**src/rtl/axil_mailbox_pkg.sv**
```systemverilog
// axil_mailbox_pkg: register offsets, response codes and FSM states for the AXI-Lite mailbox.
package axil_mailbox_pkg;
  localparam logic [11:0] TX_DATA_A = 12'h000;
  localparam logic [11:0] TX_VAC_A  = 12'h004;
  localparam logic [11:0] RX_DATA_A = 12'h008;
  localparam logic [11:0] RX_OCC_A  = 12'h00C;
  localparam logic [11:0] STATUS_A  = 12'h010;
  localparam logic [1:0] RESP_OKAY   = 2'b00;
  localparam logic [1:0] RESP_SLVERR = 2'b10;
  typedef enum logic {W_IDLE, W_RESP} w_state_e;
  typedef enum logic {R_IDLE, R_RESP} r_state_e;
endpackage

```
**src/rtl/axil_mailbox_fifo.sv**
```systemverilog
// axil_mailbox_fifo: 1R1W circular FIFO with full/empty/count; caller guarantees push/pop legality.
module axil_mailbox_fifo #(
  parameter int els_p = 16,
  parameter int width_p = 32
) (
  input  logic                     clk_i,
  input  logic                     reset_i,
  input  logic [width_p-1:0]       data_i,
  input  logic                     push_i,
  input  logic                     pop_i,
  output logic [width_p-1:0]       data_o,
  output logic                     full_o,
  output logic                     empty_o,
  output logic [$clog2(els_p):0]   count_o
);
  localparam int aw_lp = $clog2(els_p);
  logic [width_p-1:0] mem [els_p];
  logic [aw_lp-1:0] wp, rp;
  always_ff @(posedge clk_i or posedge reset_i)
    if (reset_i) begin
      wp <= '0;
      rp <= '0;
      count_o <= '0;
    end else begin
      if (push_i) wp <= wp + aw_lp'(1);
      if (pop_i) rp <= rp + aw_lp'(1);
      count_o <= count_o + {{aw_lp{1'b0}}, push_i} - {{aw_lp{1'b0}}, pop_i};
    end
  always_ff @(posedge clk_i)
    if (push_i) mem[wp] <= data_i;
  assign data_o = mem[rp];
  assign full_o = count_o == (aw_lp+1)'(els_p);
  assign empty_o = count_o == '0;
endmodule

```
**src/rtl/axil_mailbox_slave.sv**
```systemverilog
// axil_mailbox_slave: AXI-Lite window bridging host MMIO to a TX stream (writes) and an RX stream (reads).
module axil_mailbox_slave
  import axil_mailbox_pkg::*;
#(
  parameter int fifo_els_p = 16,
  parameter int data_width_p = 32,
  parameter int addr_width_p = 32
) (
  input  logic                    clk_i,
  input  logic                    reset_i,
  input  logic [addr_width_p-1:0] s_axil_awaddr_i,
  input  logic                    s_axil_awvalid_i,
  output logic                    s_axil_awready_o,
  input  logic [data_width_p-1:0] s_axil_wdata_i,
  input  logic [3:0]              s_axil_wstrb_i,
  input  logic                    s_axil_wvalid_i,
  output logic                    s_axil_wready_o,
  output logic [1:0]              s_axil_bresp_o,
  output logic                    s_axil_bvalid_o,
  input  logic                    s_axil_bready_i,
  input  logic [addr_width_p-1:0] s_axil_araddr_i,
  input  logic                    s_axil_arvalid_i,
  output logic                    s_axil_arready_o,
  output logic [data_width_p-1:0] s_axil_rdata_o,
  output logic [1:0]              s_axil_rresp_o,
  output logic                    s_axil_rvalid_o,
  input  logic                    s_axil_rready_i,
  output logic [data_width_p-1:0] tx_data_o,
  output logic                    tx_v_o,
  input  logic                    tx_yumi_i,
  input  logic [data_width_p-1:0] rx_data_i,
  input  logic                    rx_v_i,
  output logic                    rx_ready_o
);
  localparam int cw_lp = $clog2(fifo_els_p) + 1;
  w_state_e w_state;
  r_state_e r_state;
  logic aw_held, w_held, alive, tx_of, rx_uf;
  logic [11:0] wa_q, wa, ra;
  logic [data_width_p-1:0] wd_q, wd, rd_val, rx_head;
  logic [3:0] ws_q, ws;
  logic aw_hs, w_hs, ar_hs, do_w, tx_wr, tx_push, tx_pop, tx_of_set, st_w, rx_rd, rx_push, rx_pop;
  logic tx_full, tx_empty, rx_full, rx_empty;
  logic [cw_lp-1:0] tx_cnt, rx_cnt;
  logic unused;
  assign unused = ^{s_axil_awaddr_i[addr_width_p-1:12], s_axil_araddr_i[addr_width_p-1:12]};
  assign aw_hs = s_axil_awvalid_i && s_axil_awready_o;
  assign w_hs = s_axil_wvalid_i && s_axil_wready_o;
  assign ar_hs = s_axil_arvalid_i && s_axil_arready_o;
  // Address/data come from the bus in the cycle of the completing handshake, else from the latch.
  assign wa = aw_held ? wa_q : s_axil_awaddr_i[11:0];
  assign wd = w_held ? wd_q : s_axil_wdata_i;
  assign ws = w_held ? ws_q : s_axil_wstrb_i;
  assign do_w = w_state == W_IDLE && (aw_held || aw_hs) && (w_held || w_hs);
  assign tx_pop = tx_yumi_i && !tx_empty;
  assign tx_wr = do_w && wa == TX_DATA_A && ws == 4'hF;
  assign tx_push = tx_wr && !(tx_full && !tx_pop);
  assign tx_of_set = tx_wr && tx_full && !tx_pop;
  assign st_w = do_w && wa == STATUS_A;
  assign ra = s_axil_araddr_i[11:0];
  assign rx_rd = ar_hs && ra == RX_DATA_A;
  assign rx_pop = rx_rd && !rx_empty;
  assign rx_ready_o = alive && !rx_full;
  assign rx_push = rx_v_i && rx_ready_o;
  assign tx_v_o = !tx_empty;
  assign rd_val = ra == TX_VAC_A  ? 32'(fifo_els_p) - 32'(tx_cnt) :
                  ra == RX_DATA_A ? (rx_empty ? '0 : rx_head) :
                  ra == RX_OCC_A  ? 32'(rx_cnt) :
                  ra == STATUS_A  ? {30'b0, rx_uf, tx_of} : '0;
  axil_mailbox_fifo #(.els_p(fifo_els_p), .width_p(data_width_p)) tx_fifo (
    .clk_i(clk_i), .reset_i(reset_i), .data_i(wd), .push_i(tx_push), .pop_i(tx_pop),
    .data_o(tx_data_o), .full_o(tx_full), .empty_o(tx_empty), .count_o(tx_cnt));
  axil_mailbox_fifo #(.els_p(fifo_els_p), .width_p(data_width_p)) rx_fifo (
    .clk_i(clk_i), .reset_i(reset_i), .data_i(rx_data_i), .push_i(rx_push), .pop_i(rx_pop),
    .data_o(rx_head), .full_o(rx_full), .empty_o(rx_empty), .count_o(rx_cnt));
  always_ff @(posedge clk_i or posedge reset_i)
    if (reset_i) begin
      w_state <= W_IDLE;
      aw_held <= 1'b0;
      w_held <= 1'b0;
      s_axil_awready_o <= 1'b0;
      s_axil_wready_o <= 1'b0;
      s_axil_bvalid_o <= 1'b0;
      s_axil_bresp_o <= RESP_OKAY;
      wa_q <= '0;
      wd_q <= '0;
      ws_q <= '0;
    end else if (w_state == W_IDLE) begin
      if (aw_hs) wa_q <= s_axil_awaddr_i[11:0];
      if (w_hs) begin
        wd_q <= s_axil_wdata_i;
        ws_q <= s_axil_wstrb_i;
      end
      aw_held <= (aw_held || aw_hs) && !do_w;
      w_held <= (w_held || w_hs) && !do_w;
      s_axil_awready_o <= !do_w && !(aw_held || aw_hs);
      s_axil_wready_o <= !do_w && !(w_held || w_hs);
      if (do_w) begin
        w_state <= W_RESP;
        s_axil_bvalid_o <= 1'b1;
        s_axil_bresp_o <= (wa == TX_DATA_A && !tx_push) ? RESP_SLVERR : RESP_OKAY;
      end
    end else if (s_axil_bready_i) begin
      w_state <= W_IDLE;
      s_axil_bvalid_o <= 1'b0;
      s_axil_awready_o <= 1'b1;
      s_axil_wready_o <= 1'b1;
    end
  always_ff @(posedge clk_i or posedge reset_i)
    if (reset_i) begin
      r_state <= R_IDLE;
      s_axil_arready_o <= 1'b0;
      s_axil_rvalid_o <= 1'b0;
      s_axil_rdata_o <= '0;
      s_axil_rresp_o <= RESP_OKAY;
    end else if (r_state == R_IDLE) begin
      s_axil_arready_o <= !ar_hs;
      if (ar_hs) begin
        r_state <= R_RESP;
        s_axil_rvalid_o <= 1'b1;
        s_axil_rdata_o <= rd_val;
        s_axil_rresp_o <= (rx_rd && rx_empty) ? RESP_SLVERR : RESP_OKAY;
      end
    end else if (s_axil_rready_i) begin
      r_state <= R_IDLE;
      s_axil_rvalid_o <= 1'b0;
      s_axil_arready_o <= 1'b1;
    end
  // Sticky errors: a new error in the same cycle as its W1C keeps the bit set.
  always_ff @(posedge clk_i or posedge reset_i)
    if (reset_i) begin
      alive <= 1'b0;
      tx_of <= 1'b0;
      rx_uf <= 1'b0;
    end else begin
      alive <= 1'b1;
      tx_of <= tx_of_set || (tx_of && !(st_w && wd[0]));
      rx_uf <= (rx_rd && rx_empty) || (rx_uf && !(st_w && wd[1]));
    end
endmodule
```
**config.mk**
```make
export PLATFORM = sky130hd
export DESIGN_NAME = axil_mailbox_slave
export DESIGN_NICKNAME = d
export VERILOG_FILES = /design/src/rtl/axil_mailbox_pkg.sv /design/src/rtl/axil_mailbox_fifo.sv /design/src/rtl/axil_mailbox_slave.sv
export SDC_FILE = /design/constraint.sdc
export NUM_CORES = 1
export LEC_CHECK = 0
export CAP_MARGIN = 20
export CORE_MARGIN = 1.5
export CORE_UTILIZATION = 42
export CTS_CLUSTER_SIZE = 30
export DETAILED_ROUTE_END_ITERATION = 12
export PLACE_DENSITY = 0.55
export RECOVER_POWER = 100
export SYNTH_ARGS = -nofsm -noshare
export SYNTH_HDL_FRONTEND = slang
export SYNTH_SLANG_ARGS = --single-unit
```
**constraint.sdc**
```tcl
create_clock -name clk_i -period 7.65 [get_ports clk_i]
set_clock_uncertainty 0.2 [all_clocks]
set_input_delay 1.53 -clock clk_i [delete_from_list [all_inputs] [get_ports clk_i]]
set_output_delay 1.53 -clock clk_i [all_outputs]
set_load 0.1 [all_outputs]
```
==> impl_metrics.ini <==
[pwr]
p_leak_nw = 16.45
ir_worst_vdd_v = 0.0005084
power_density_nw_per_um2 = 366.2
total_power_mw = 18.82

[timing]
worst_pin_slew_ns = 3.174
hold_slack_ns = 0.2812
rsz0062_at_grt = false
slew_headroom = -1.116
fin_crit_sh = 0.8339
finalHoldViolations = 0
fin_setup_tns_ns = 0
clock.fmax_mhz = 156.8
slew_viol_final = 1096
setup_violations = 0
min_period_ns = 6.379

[route]
drc = 0
drtIter0Drc = 1743
routedWlPerCell_um = 27.05
drt_wl_total_mm = 102.3
first_pass_iters = 5
viasPerCell = 5.563
drtAntennaViolNets = 0
vias = 21040

[synthesis]
async_flop_share = 0.1049
ys_ff_latch = 1144
yosysUniqueCellTypes = 53
synthCells = 2051
yosysSeqAreaShare = 0.7617
ys.flop_type = edfxtp_1
synth_warnings = 0
syn_area_um2 = 44310
synth_edf_count = 1024
synth_area_per_cell_um2 = 21.61

[final_layout]
stdcell_count = 3782
final_cell_mix = edfxtp_1, mux4_2, dlygate4sd3_1
drive_gt1_frac = 0.2282
nNetsFinal = 2468
seqCellArea_um2 = 33770
final_common_cell = edfxtp_1
postLayoutCellArea_um2 = 51390
multi_input_area_um2 = 9910
area_growth_pct = 15.96
fill_cells = 8404

[floorplanning]
die_h_um = 327.8
die_area_um2 = 107500
core_um2 = 104100
rows = 118
die_w_um = 327.8
num_io_pins = 216
start_util = 0.4257

[placed_design]
dp_cells = 3558
portBuffers = 173
placed_area_um2 = 47950
hpwl_mm = 53.45
routabilityCongestion = 0.7497

[cts]
postCtsSetupBuffers = 0
hold_buffers = 0
ctsResizeCount = 0
numCtsBuffers = 118
clock_sinks = 1144
cts.clk_slew.worst_paths_ns = 0.06
clock_latency_ns = 0.71
cts_tree = built
cts_root_buf = clkbuf_16
ctsLongestPathBuffers = 3
htree_levels = 3

[setup_path]
cp.arrival_ns = 4.65
crit-reg2reg-launch = tx_fifo.count_o[1]$_DFF_PP0_
cpPeakStageDelay_ns = 1.25
start_kind = register
crit_path_frequent_cell = mux4_2
crit_path_cell_trace = buf_4, mux4_2, mux4_2, dlygate4sd3_1
critPathRequiredTime_ns = 5.92
r2r_slack_ns = 1.75
crit_slowest_cell = dfrtp_2
critical_path.top_delay_family = buffers and inverters
crit_fanout = 37
crit_type = register to output port
critPathBufInv = 2
cp-end-kind = output port
rr_endpoint = tx_fifo.mem[12][17]$_DFFE_PP_
rr_worst_depth = 10

[grt]
antenna_found_initial = 14
grt_pass1_vias = 22680
track_usage = 0.1942
grt_max_degree = 105
grt_pass1_wl_mm = 150.9
overflow = 0

[status]
outcome = finished with violations
violations = max-capacitance violations, max-slew violations

[worst_hold_path]
holdPathEnd = tx_fifo.rp[3]$_DFFE_PP0N_
hold_class = register to register
hold_start = tx_fifo.rp[3]$_DFFE_PP0N_
min_path_cells = 1

[run]
cap_violations = 44
[worst max-delay path by stage]
stage,startpoint,to,cells past startpoint
2_1_floorplan,s_axil_awaddr_i[0],tx_fifo.mem[2][0]$_DFFE_PP_,5
3_3_place_gp,tx_fifo.rp[0]$_DFFE_PP0N_,tx_data_o[26],4
3_5_place_dp,tx_fifo.rp[0]$_DFFE_PP0N_,tx_data_o[26],4
4_1_cts,tx_fifo.rp[0]$_DFFE_PP0N_,tx_data_o[26],4
5_1_grt,tx_fifo.rp[0]$_DFFE_PP0N_,tx_data_o[26],4
6_report,tx_fifo.rp[0]$_DFFE_PP0N_,tx_data_o[26],4
[Yosys cell counts, drive strengths merged, types with 3 or more instances]
master,instances,area share
edfxtp,1024,0.69
nor2,95,0.0080
nor2b,4,0.00056
o22ai,3,0.00042
dfrtp,120,0.068
nor3b,3,0.00085
nor4,10,0.0014
nand2,57,0.0048
nand3,5,0.00056
nor3,6,0.00068
xor2,6,0.0012
buf,62,0.0091
mux2,82,0.021
a21boi,3,0.00051
and2,12,0.0017
mux4,289,0.15
a22oi,62,0.011
nand4,6,0.00085
ha,27,0.0076
nand2b,6,0.00085
o21ai,13,0.0016
xnor2,15,0.0030
a21oi,38,0.0043
inv,34,0.0029
clkbuf,42,0.0036
[state kept, by name, indices dropped and copies added (netlist names), 4 cells and up]
signal / cells
tx_fifo.wp: 4
tx_fifo.mem: 512
ws_q: 4
wd_q: 32
tx_fifo.count_o: 5
s_axil_rdata_o: 32
rx_fifo.mem: 512
tx_fifo.rp: 4
wa_q: 12
rx_fifo.rp: 4
rx_fifo.count_o: 5
rx_fifo.wp: 4
[worst reg2reg max path: cells and delay by family (launching register included)]
family	cells	cell delay, ns
simple gates	4	2.68
buf+inv	2	1.11
compound gates	2	0.69
flops	1	0.41
fa+ha+maj	2	0.40
[layer usage]
metal  vias to the layer above  GRT usage  part of all wire  routed length, µm
met2                       538     0.3382              0.52              53150
li1                       8946          -                 -                  -
met1                     11380     0.2550              0.41              42080
met4                        12    0.05223             0.022               2245
met3                       161    0.02935             0.047               4783
met5                         -          0           0.00063                 64
[area by class of cell]
cell class	count	area share
antenna	1	0.00004870
clock buffer	170	0.06460
clock inverter	53	0.009496
inverter	34	0.002508
multi-input combinational	770	0.1928
sequential	1144	0.6572
tap	1380	0.03360
timing repair buffer	230	0.03974
[stage by stage]
step	worst slack, ns	utilization
CTS	1.438	0.4973
global route	0.9346	0.4937
finish	1.271	0.4937
floorplan	1.496	-
detailed placement	2.203	0.4607
global placement	2.181	0.4600
[logic make-up (layout without fill, tap and decap cells)]
kind of cell,after synthesis,after routing,synth area share
XOR/XNOR,21,21,0.004151
buffers and inverters,138,487,0.01550
flip-flops,1144,1144,0.7617
AO/OA/AOI/OAI,132,132,0.01979
multiplexers,372,372,0.1679
AND/OR/NAND/NOR,213,213,0.02222
adder cells (fa/ha/maj),29,29,0.008527
other,2,4,0.0001695
[report_power, final]
part	total (mW)	internal, mW	switching [mW]
Combinational	5.30	1.68	3.62
Sequential	7.95	7.56	0.397
Clock	5.56	3.22	2.35
Total	18.8	12.5	6.36
(Power assumes the default switching activity.)
